[config.mk]
export PLATFORM = sky130hd
export DESIGN_NAME = wb_sdram_arbiter
export DESIGN_NICKNAME = d
export VERILOG_FILES = /design/src/rtl/sdram_arb_pkg.sv /design/src/rtl/rr_picker.sv /design/src/rtl/wb_sdram_arbiter.sv
export SDC_FILE = /design/constraint.sdc
export NUM_CORES = 1
export LEC_CHECK = 0
export CAP_MARGIN = 0
export CORE_AREA = 2 2 161 163
export CTS_CLUSTER_DIAMETER = 100
export CTS_CLUSTER_SIZE = 8
export DETAILED_ROUTE_END_ITERATION = 10
export DIE_AREA = 0 0 163 165
export GPL_TIMING_DRIVEN = 0
export PLACE_DENSITY_LB_ADDON = 0.08
export SYNTH_ARGS = -nofsm -noshare
export SYNTH_HDL_FRONTEND = slang
export SYNTH_HIERARCHICAL = 1
export SYNTH_SLANG_ARGS = --single-unit
[constraint.sdc]
create_clock -name clk_i -period 4.6 [get_ports clk_i]
set_clock_uncertainty 0.15 [all_clocks]
set_input_delay 0.92 -clock clk_i [delete_from_list [all_inputs] [get_ports clk_i]]
set_output_delay 0.92 -clock clk_i [all_outputs]
set_load 0.1 [all_outputs]
[src/rtl/sdram_arb_pkg.sv]
// Shared types and constants for the multi-requester Wishbone to SDRAM arbiter.
package sdram_arb_pkg;

    typedef enum logic [1:0] {
        IDLE  = 2'd0,
        GRANT = 2'd1,
        ERR   = 2'd2
    } arb_state_t;

    localparam logic [2:0] CTI_CLASSIC = 3'b000;
    localparam logic [2:0] CTI_INCR    = 3'b010;
    localparam logic [2:0] CTI_EOB     = 3'b111;

    localparam int DEF_ADDR_W = 26;
    localparam int DEF_DATA_W = 32;

endpackage

[src/rtl/rr_picker.sv]
// Round-robin selector: returns the first requesting index after the last owner,
// wrapping from NUM_M-1 back to 0.
module rr_picker #(
    parameter int NUM_M = 4,
    parameter int IDX_W = $clog2(NUM_M)
) (
    input  logic [NUM_M-1:0] req,
    input  logic [IDX_W-1:0] last,
    output logic [IDX_W-1:0] idx,
    output logic             valid
);

    logic [IDX_W-1:0] cand [NUM_M];

    // cand[k] is the index k+1 places after the last owner.
    for (genvar gi = 0; gi < NUM_M; gi++) begin : g_cand
        assign cand[gi] = IDX_W'((int'(last) + gi + 1) % NUM_M);
    end

    // Scan from the far end so the nearest requester wins.
    always_comb begin
        idx   = '0;
        valid = 1'b0;
        for (int k = NUM_M - 1; k >= 0; k--) begin
            if (req[cand[k]]) begin
                idx   = cand[k];
                valid = 1'b1;
            end
        end
    end

endmodule

[src/rtl/wb_sdram_arbiter.sv]
// Round-robin arbiter sharing one SDRAM controller Wishbone port among NUM_M
// requesters, holding the grant for whole bus cycles and timing out stalled strobes.
module wb_sdram_arbiter
    import sdram_arb_pkg::*;
#(
    parameter int NUM_M   = 4,
    parameter int ADDR_W  = DEF_ADDR_W,
    parameter int DATA_W  = DEF_DATA_W,
    parameter int TIMEOUT = 256
) (
    input  logic                          clk_i,
    input  logic                          rst_i,
    input  logic [NUM_M-1:0]              m_cyc_i,
    input  logic [NUM_M-1:0]              m_stb_i,
    input  logic [NUM_M-1:0]              m_we_i,
    input  logic [NUM_M*ADDR_W-1:0]       m_addr_i,
    input  logic [NUM_M*DATA_W-1:0]       m_dat_i,
    input  logic [NUM_M*(DATA_W/8)-1:0]   m_sel_i,
    input  logic [NUM_M*3-1:0]            m_cti_i,
    output logic [DATA_W-1:0]             m_dat_o,
    output logic [NUM_M-1:0]              m_ack_o,
    output logic [NUM_M-1:0]              m_err_o,
    output logic                          s_cyc_o,
    output logic                          s_stb_o,
    output logic                          s_we_o,
    output logic [ADDR_W-1:0]             s_addr_o,
    output logic [DATA_W-1:0]             s_dat_o,
    output logic [DATA_W/8-1:0]           s_sel_o,
    output logic [2:0]                    s_cti_o,
    input  logic                          s_ack_i,
    input  logic [DATA_W-1:0]             s_dat_i
);

    localparam int SEL_W  = DATA_W / 8;
    localparam int IDX_W  = $clog2(NUM_M);
    localparam int WAIT_W = $clog2(TIMEOUT);

    arb_state_t        state_reg;
    logic [IDX_W-1:0]  grant_idx_reg;
    logic [IDX_W-1:0]  last_grant_reg;
    logic [WAIT_W-1:0] wait_reg;
    logic [WAIT_W-1:0] wait_next;
    logic              err_reg;

    logic [ADDR_W-1:0] addr_arr [NUM_M];
    logic [DATA_W-1:0] dat_arr  [NUM_M];
    logic [SEL_W-1:0]  sel_arr  [NUM_M];
    logic [2:0]        cti_arr  [NUM_M];

    for (genvar gi = 0; gi < NUM_M; gi++) begin : g_unpack
        assign addr_arr[gi] = m_addr_i[gi*ADDR_W +: ADDR_W];
        assign dat_arr[gi]  = m_dat_i[gi*DATA_W +: DATA_W];
        assign sel_arr[gi]  = m_sel_i[gi*SEL_W +: SEL_W];
        assign cti_arr[gi]  = m_cti_i[gi*3 +: 3];
    end

    logic [IDX_W-1:0] pick_idx;
    logic             pick_valid;

    rr_picker #(
        .NUM_M (NUM_M),
        .IDX_W (IDX_W)
    ) u_picker (
        .req   (m_cyc_i),
        .last  (last_grant_reg),
        .idx   (pick_idx),
        .valid (pick_valid)
    );

    logic granted;
    logic cyc_g;
    logic stb_g;
    logic timeout_hit;

    assign granted = (state_reg == GRANT);
    assign cyc_g   = m_cyc_i[grant_idx_reg];
    assign stb_g   = m_stb_i[grant_idx_reg];

    always_comb begin
        wait_next = wait_reg;
        if (s_ack_i || !stb_g) begin
            wait_next = '0;
        end else begin
            wait_next = wait_reg + 1'b1;
        end
    end

    assign timeout_hit = stb_g && !s_ack_i && (wait_next == WAIT_W'(TIMEOUT - 1));

    always_ff @(posedge clk_i or posedge rst_i) begin
        if (rst_i) begin
            state_reg      <= IDLE;
            grant_idx_reg  <= '0;
            last_grant_reg <= IDX_W'(NUM_M - 1);
            wait_reg       <= '0;
            err_reg        <= 1'b0;
        end else begin
            err_reg <= 1'b0;
            case (state_reg)
                IDLE: begin
                    wait_reg <= '0;
                    if (pick_valid) begin
                        grant_idx_reg <= pick_idx;
                        state_reg     <= GRANT;
                    end
                end
                GRANT: begin
                    // A release wins over a simultaneous timeout; the ack in that cycle is still delivered.
                    if (!cyc_g) begin
                        state_reg      <= IDLE;
                        last_grant_reg <= grant_idx_reg;
                        wait_reg       <= '0;
                    end else if (timeout_hit) begin
                        state_reg <= ERR;
                        err_reg   <= 1'b1;
                        wait_reg  <= '0;
                    end else begin
                        wait_reg <= wait_next;
                    end
                end
                ERR: begin
                    if (!cyc_g) begin
                        state_reg      <= IDLE;
                        last_grant_reg <= grant_idx_reg;
                    end
                end
                default: state_reg <= IDLE;
            endcase
        end
    end

    assign s_cyc_o  = granted & cyc_g;
    assign s_stb_o  = granted & stb_g;
    assign s_we_o   = granted & m_we_i[grant_idx_reg];
    assign s_addr_o = granted ? addr_arr[grant_idx_reg] : '0;
    assign s_dat_o  = granted ? dat_arr[grant_idx_reg]  : '0;
    assign s_sel_o  = granted ? sel_arr[grant_idx_reg]  : '0;
    assign s_cti_o  = granted ? cti_arr[grant_idx_reg]  : '0;
    assign m_dat_o  = s_dat_i;

    always_comb begin
        m_ack_o = '0;
        m_err_o = '0;
        if (granted && stb_g && s_ack_i) begin
            m_ack_o[grant_idx_reg] = 1'b1;
        end
        if (err_reg) begin
            m_err_o[grant_idx_reg] = 1'b1;
        end
    end

endmodule
# Word-level counts from Yosys, hierarchy flattened
# Index checks and enable logic that the tools add are counted.
word_totals:
  reg_bits: 15
  inputBits: 307
  output_inout_bits: 108
  elab_cells: 98
classes:
  n_addsub: 7
  magnitude_cmp: 7
  eq_ne: 6
  n_mux: 54
  bitwise: 5
  n_reduce_logical: 14
ops:
  columns: ["cell", "n"]
  rows:
  - ["32-bit 2-to-1 mux", 3]
  - ["26-bit 2-to-1 mux", 3]
  - ["32-bit binary-select mux with 2-bit select", 1]
  - ["26-bit binary-select mux with 2-bit select", 1]
  - ["8-bit 2-to-1 mux", 3]
  - ["4-bit 2-to-1 mux", 5]
  - ["2-bit 2-to-1 mux", 8]
  - ["8-bit one-hot mux with 2 select lines", 1]
  - ["2-bit by 3-bit < comparator with 1-bit output (second input constant)", 5]
  - ["1-bit 2-to-1 mux", 15]
  - ["1-bit binary-select mux with 2-bit select", 7]
  - ["2-bit adder (second input constant)", 5]
  - ["3-bit 2-to-1 mux", 3]
  - ["8-bit by 1-bit adder with 8-bit output (second input constant)", 1]
  - ["4-bit binary-select mux with 2-bit select", 1]
  - ["8-bit equality test (second input constant)", 1]
  - ["3-bit binary-select mux with 2-bit select", 1]
  - ["2-bit one-hot mux with 3 select lines", 1]
  - ["1-bit logical AND", 5]
  - ["2-bit inequality test (second input constant)", 2]
  - ["2-bit AND reduction", 2]
  - ["1-bit AND", 3]
  - ["3-bit >= comparator (second input constant)", 1]
  - ["3-bit by 2-bit inequality test with 1-bit output (second input constant)", 1]
  - ["13 further kinds", 14]

# Logic depth before layout (Yosys ltp)
# Gate-level depths: netlist of the first run.
depth:
  ltp_word: 10
  depth_mapped: 7
  depth_no_buf: 7

# Modules after synthesis
# The synthesis of the first run kept the hierarchy.
modules_own_cells:
  columns: ["module", "n_inst", "cells_per_inst", "area_per_inst_um2", "seq_area_each_um2"]
  rows:
  - ["wb_sdram_arbiter", 1, 285, 3245.6, 377.9]
  - ["rr_picker", 1, 14, 83.8, 0.0]

# Least setup slack after synthesis of the first run
# Ideal clock, no wire load.
synth_path:
  path_type: "in2out"
  startpoint: "input m_stb_i[1]"
  endpoint: "output m_ack_o[1]"
  t_arrival_ns: 3.943
  t_required_ns: 3.530
  slack_ns: -0.413
  stages: 4
  n_path_buf: 0
  cell_sequence: "mux4_2 and2_4 nand2_1 nor3b_1"
synth_via:
  elab_chain_len: 5
synth_rtl:
  columns: ["element", "line", "source"]
  rows:
  - ["start: declaration", "wb_sdram_arbiter.sv:14", "input logic [NUM_M-1:0] m_stb_i,"]
  - ["1-bit binary-select mux with 2-bit select", "wb_sdram_arbiter.sv:77", "assign stb_g = m_stb_i[grant_idx_reg];"]
  - ["1-bit 2-to-1 mux (not written as such)", "wb_sdram_arbiter.sv:77", null]
  - ["1-bit logical AND (2 in a row)", "wb_sdram_arbiter.sv:144", "if (granted && stb_g && s_ack_i) begin"]
  - ["4-bit 2-to-1 mux", "wb_sdram_arbiter.sv:144", null]
  - ["end: declaration", "wb_sdram_arbiter.sv:21", "output logic [NUM_M-1:0] m_ack_o,"]
# No other way between the ends. The select of a mux whose other input is x is not followed.

# Worst setup path in the final report of the first run
layout_path:
  startpoint: "input m_stb_i[1]"
  endpoint: "output m_ack_o[2]"
# The elaborated chain is that of the path after synthesis.

==> metrics.txt, run 1 <==
# TYPE chip_impl_metric gauge
chip_impl_info{name="result_of_the_run",value="finished, final reports clean"} 1
chip_impl_metric{name="largest_register_ffs",unit=""} 8
chip_impl_metric{name="p_sw_share",unit="%"} 65.95
chip_impl_info{name="timing.critical_path.from_type",value="input port"} 1
chip_impl_info{name="cell_with_the_most_instances_after_synthesis",value="sky130_fd_sc_hd__mux4_2"} 1
chip_impl_metric{name="comb_power_share",unit="%"} 93.5
chip_impl_metric{name="path_max_fanout",unit=""} 4
chip_impl_metric{name="critical_path_required",unit="ns"} 3.53
chip_impl_metric{name="timing.max_cap.violations",unit=""} 0
chip_impl_metric{name="grt_util_all_layers",unit="%"} 14.48
chip_impl_metric{name="design.die.area",unit="mm²"} 0.02690
chip_impl_metric{name="power.share.clock",unit="%"} 3.1
chip_impl_metric{name="placedCellCount",unit=""} 1011
chip_impl_metric{name="vias_after_detailed_routing",unit=""} 4114
chip_impl_metric{name="postSynthAreaPerCell",unit="µm²"} 11.14
chip_impl_metric{name="placement.io_buffers",unit=""} 382
chip_impl_metric{name="synth_top_area_share",unit="%"} 46.00
chip_impl_metric{name="ioPinCount",unit=""} 415
chip_impl_metric{name="synth_cells",unit=""} 299
chip_impl_metric{name="final-instance-count-excl-fill",unit=""} 1015
chip_impl_metric{name="pwr_density_cell",unit="mW/mm²"} 715.0
chip_impl_metric{name="dr.pass1.iters",unit=""} 4
chip_impl_metric{name="whs",unit="ns"} 0.3811
chip_impl_metric{name="drt_drc_violations_left",unit=""} 0
chip_impl_metric{name="die-height",unit="µm"} 165
chip_impl_metric{name="synth_seq_cells",unit=""} 15
chip_impl_metric{name="clkLatencyLatePin",unit="ns"} 0.24
chip_impl_metric{name="worst-endpoint-arrival",unit="ns"} 3.30
chip_impl_metric{name="fin_tns_setup",unit="ns"} 0
chip_impl_metric{name="synth_edf_count",unit=""} 0
chip_impl_info{name="postSynth.topFlopCell",value="sky130_fd_sc_hd__dfrtp_1"} 1
chip_impl_metric{name="p_seq_share",unit="%"} 3.4
chip_impl_info{name="post_synth_main_area_contributors",value="sky130_fd_sc_hd__mux4_2, sky130_fd_sc_hd__and2_1, sky130_fd_sc_hd__dfrtp_1, sky130_fd_sc_hd__buf_4, sky130_fd_sc_hd__clkbuf_1"} 1
chip_impl_metric{name="routedLengthMet1",unit="µm"} 7910
chip_impl_metric{name="antennaDiodeCount",unit=""} 0
chip_impl_metric{name="hold_buffers",unit=""} 0
chip_impl_metric{name="syn_to_final_growth",unit="%"} 132.1
chip_impl_metric{name="drt-vias-per-instance",unit=""} 4.053
chip_impl_metric{name="ys_async_sr_fraction",unit="%"} 100.0
chip_impl_metric{name="dr_wl_met2",unit="µm"} 11660
chip_impl_metric{name="grt_max_degree",unit=""} 16
chip_impl_metric{name="starting_density_of_the_core",unit="%"} 13.30
chip_impl_metric{name="timing.slew.headroom",unit="%"} 29.68
chip_impl_metric{name="route.final.wire_length",unit="µm"} 21290
chip_impl_metric{name="post_route_cells_drive_above_1_share",unit="%"} 18.83
chip_impl_metric{name="vias_in_the_first_global_route",unit=""} 4296
chip_impl_info{name="grt_setup_unrepaired",value="false"} 1
chip_impl_info{name="synthTopCellsByCount",value="sky130_fd_sc_hd__mux4_2, sky130_fd_sc_hd__and2_1, sky130_fd_sc_hd__buf_4"} 1
chip_impl_metric{name="layout_min_cycle_time",unit="ns"} 4.371
chip_impl_metric{name="clock_path_buffers",unit=""} 2
chip_impl_metric{name="grt_overflow_total",unit=""} 0
chip_impl_metric{name="timing_worst_slew_pin_value",unit="ns"} 1.051
chip_impl_info{name="clock-root-buffer",value="sky130_fd_sc_hd__clkbuf_16"} 1
chip_impl_metric{name="yosys.cell_types.count",unit=""} 45
chip_impl_metric{name="proportion_of_synthesized_chip_area_in_sequential_cells",unit="%"} 11.35
chip_impl_metric{name="worst_ir_drop_vdd",unit="mV"} 0.4068
chip_impl_metric{name="clock.fmax",unit="GHz"} 0.2288
chip_impl_metric{name="starting_drc_count_in_detailed_routing",unit=""} 132
chip_impl_metric{name="report.final.hold_viol_count",unit=""} 0
chip_impl_metric{name="dieWidth",unit="µm"} 163
chip_impl_metric{name="core_area",unit="mm²"} 0.02504
chip_impl_metric{name="htree_num_levels",unit=""} 1
chip_impl_metric{name="place_hpwl",unit="µm"} 18390
chip_impl_info{name="synth_area_leader_cell",value="sky130_fd_sc_hd__mux4_2"} 1
chip_impl_metric{name="synthesis.nets",unit=""} 610
chip_impl_metric{name="setup_viol",unit=""} 0
chip_impl_metric{name="netlist_area",unit="mm²"} 0.003329
chip_impl_info{name="setup_crit_end_kind",value="primary output"} 1
chip_impl_metric{name="numClockSinks",unit=""} 15
chip_impl_info{name="hold_path.class",value="flop to flop"} 1
chip_impl_info{name="tritoncts",value="done"} 1
chip_impl_metric{name="period_share",unit="%"} 95.01
chip_impl_metric{name="grt_first_pass_wirelength",unit="µm"} 28740
chip_impl_metric{name="cts_inserted_buffers",unit=""} 3
chip_impl_metric{name="cts.clk_slew.worst_paths",unit="ns"} 0.05
chip_impl_metric{name="r2r_slack",unit="ns"} 2.30
chip_impl_info{name="criticalPathCategory",value="input port to primary output"} 1
chip_impl_metric{name="place_congestion",unit=""} 0.8045
chip_impl_metric{name="report.final.slew_viol_count",unit=""} 0
chip_impl_metric{name="report.power.total",unit="mW"} 5.524
chip_impl_metric{name="synth.yosys.warnings",unit=""} 6
chip_impl_metric{name="switchingPower",unit="mW"} 3.643
chip_impl_metric{name="cell_internal_pwr",unit="mW"} 1.881
chip_impl_metric{name="detail_route.wl_per_cell",unit="µm"} 20.97
chip_impl_metric{name="antenna_violating_nets_post_route",unit=""} 0
chip_impl_metric{name="placement_rows",unit=""} 58
chip_impl_metric{name="met3RoutedLength",unit="µm"} 1577
chip_impl_metric{name="final_net_count",unit=""} 997
chip_impl_metric{name="total_leakage_power",unit="nW"} 3.233
chip_impl_info{name="highest-signal-layer",value="met4"} 1
chip_impl_metric{name="grt_antenna_before_repair",unit=""} 0
[power by group through the flow]
stage	Combinational, mW	Sequential [mW]	Clock (mW)
CTS	5.27	0.189	0.175
detailed placement	5.26	0.190	0
global route	5.38	0.194	0.182
floorplan	3.91	0.185	0
finish	5.16	0.189	0.171
global placement	5.25	0.190	0
[routing by layer]
| metal | vias to the layer above | GRT usage [%] |
|---|---|---|
| met5 | - | 0 |
| met4 | 0 | 1.689 |
| met3 | 8 | 3.064 |
| met2 | 182 | 28.22 |
| met1 | 2038 | 16.56 |
| li1 | 1886 | - |
[path summary, 6_finish.rpt]
check | from | end | depth (start not counted)
max | m_stb_i[1] | m_ack_o[2] | 6
min | wait_reg[7]$_DFFE_PP0P_ | wait_reg[7]$_DFFE_PP0P_ | 1
max reg2reg | wait_reg[0]$_DFFE_PP0P_ | state_reg[0]$_DFFE_PP0P_ | 7
min reg2reg | wait_reg[7]$_DFFE_PP0P_ | wait_reg[7]$_DFFE_PP0P_ | 1
max in group asynchronous | rst_i | wait_reg[0]$_DFFE_PP0P_ | 2
min in group asynchronous | rst_i | state_reg[1]$_DFFE_PP0P_ | 2
[per-stage QoR]
step / cell area (µm²) / utilization (%) / setup WS (ns)
floorplan: 3329 / - / -0.4134
global placement: 7566 / 30.22 / 0.2127
detailed placement: 7566 / 30.22 / 0.2096
CTS: 7644 / 30.53 / 0.004299
global route: 7726 / 30.86 / 0.09333
finish: 7726 / 30.86 / 0.2295
[worst max-delay path, cell delays in order]
cell and delay (ns):
sky130_fd_sc_hd__clkdlybuf4s50_1 0.45, sky130_fd_sc_hd__mux4_2 0.29, sky130_fd_sc_hd__and2_4 0.18, sky130_fd_sc_hd__nand2_1 0.10
sky130_fd_sc_hd__nor3b_1 0.19, sky130_fd_sc_hd__clkdlybuf4s50_1 1.16
[cells by family after synthesis]
family          Yosys count  share of synthesized area [%]
flops                    15                          11.35
fa+ha+maj                 4                          1.503
buf+inv                  63                          11.46
compound gates           24                          5.336
mux                      73                          47.80
xor+xnor                  3                         0.7893
simple gates            117                          21.76
[timing repair]
action / CTS / global route
setup buffers: 0 / 0
setup endpoints to repair: 1 / 33
hold endpoints to repair: 0 / 0
resized for setup: 1 / 33
[area by class of cell]
class,instances,area (µm²)
buffer,58,362.8
clock buffer,4,78.83
sequential,15,377.9
timing repair buffer,382,3905
tap,330,412.9
inverter,5,18.77
fill,2595,17310
multi-input combinational,221,2570
[cells in the final DEF, fill, tap and decap left out, types with 4 or more instances in the layout]
cell type and count:
sky130_fd_sc_hd__buf_4 32, sky130_fd_sc_hd__o21ai_0 5, sky130_fd_sc_hd__dfrtp_1 13, sky130_fd_sc_hd__clkbuf_1 17
sky130_fd_sc_hd__a21oi_1 5, sky130_fd_sc_hd__inv_1 5, sky130_fd_sc_hd__clkdlybuf4s50_1 348, sky130_fd_sc_hd__buf_2 8
sky130_fd_sc_hd__ha_1 4, sky130_fd_sc_hd__and2_1 66, sky130_fd_sc_hd__nand3_1 4, sky130_fd_sc_hd__dlymetal6s2s_1 33
sky130_fd_sc_hd__mux2_2 4, sky130_fd_sc_hd__nor2_1 10, sky130_fd_sc_hd__nand2_1 12, sky130_fd_sc_hd__mux4_2 68
Power figures use the tool's default switching activity.
==> run 2, diff against run 1 <==
--- a/config.mk
+++ b/config.mk
@@ -13,6 +13,7 @@
 export DIE_AREA = 0 0 163 165
 export GPL_TIMING_DRIVEN = 0
 export PLACE_DENSITY_LB_ADDON = 0.08
+export SLEW_MARGIN = 20
 export SYNTH_ARGS = -nofsm -noshare
 export SYNTH_HDL_FRONTEND = slang
 export SYNTH_HIERARCHICAL = 1
==> results of run 2 <==
No change in the layout: final DEF, timing and power equal those of run 1.
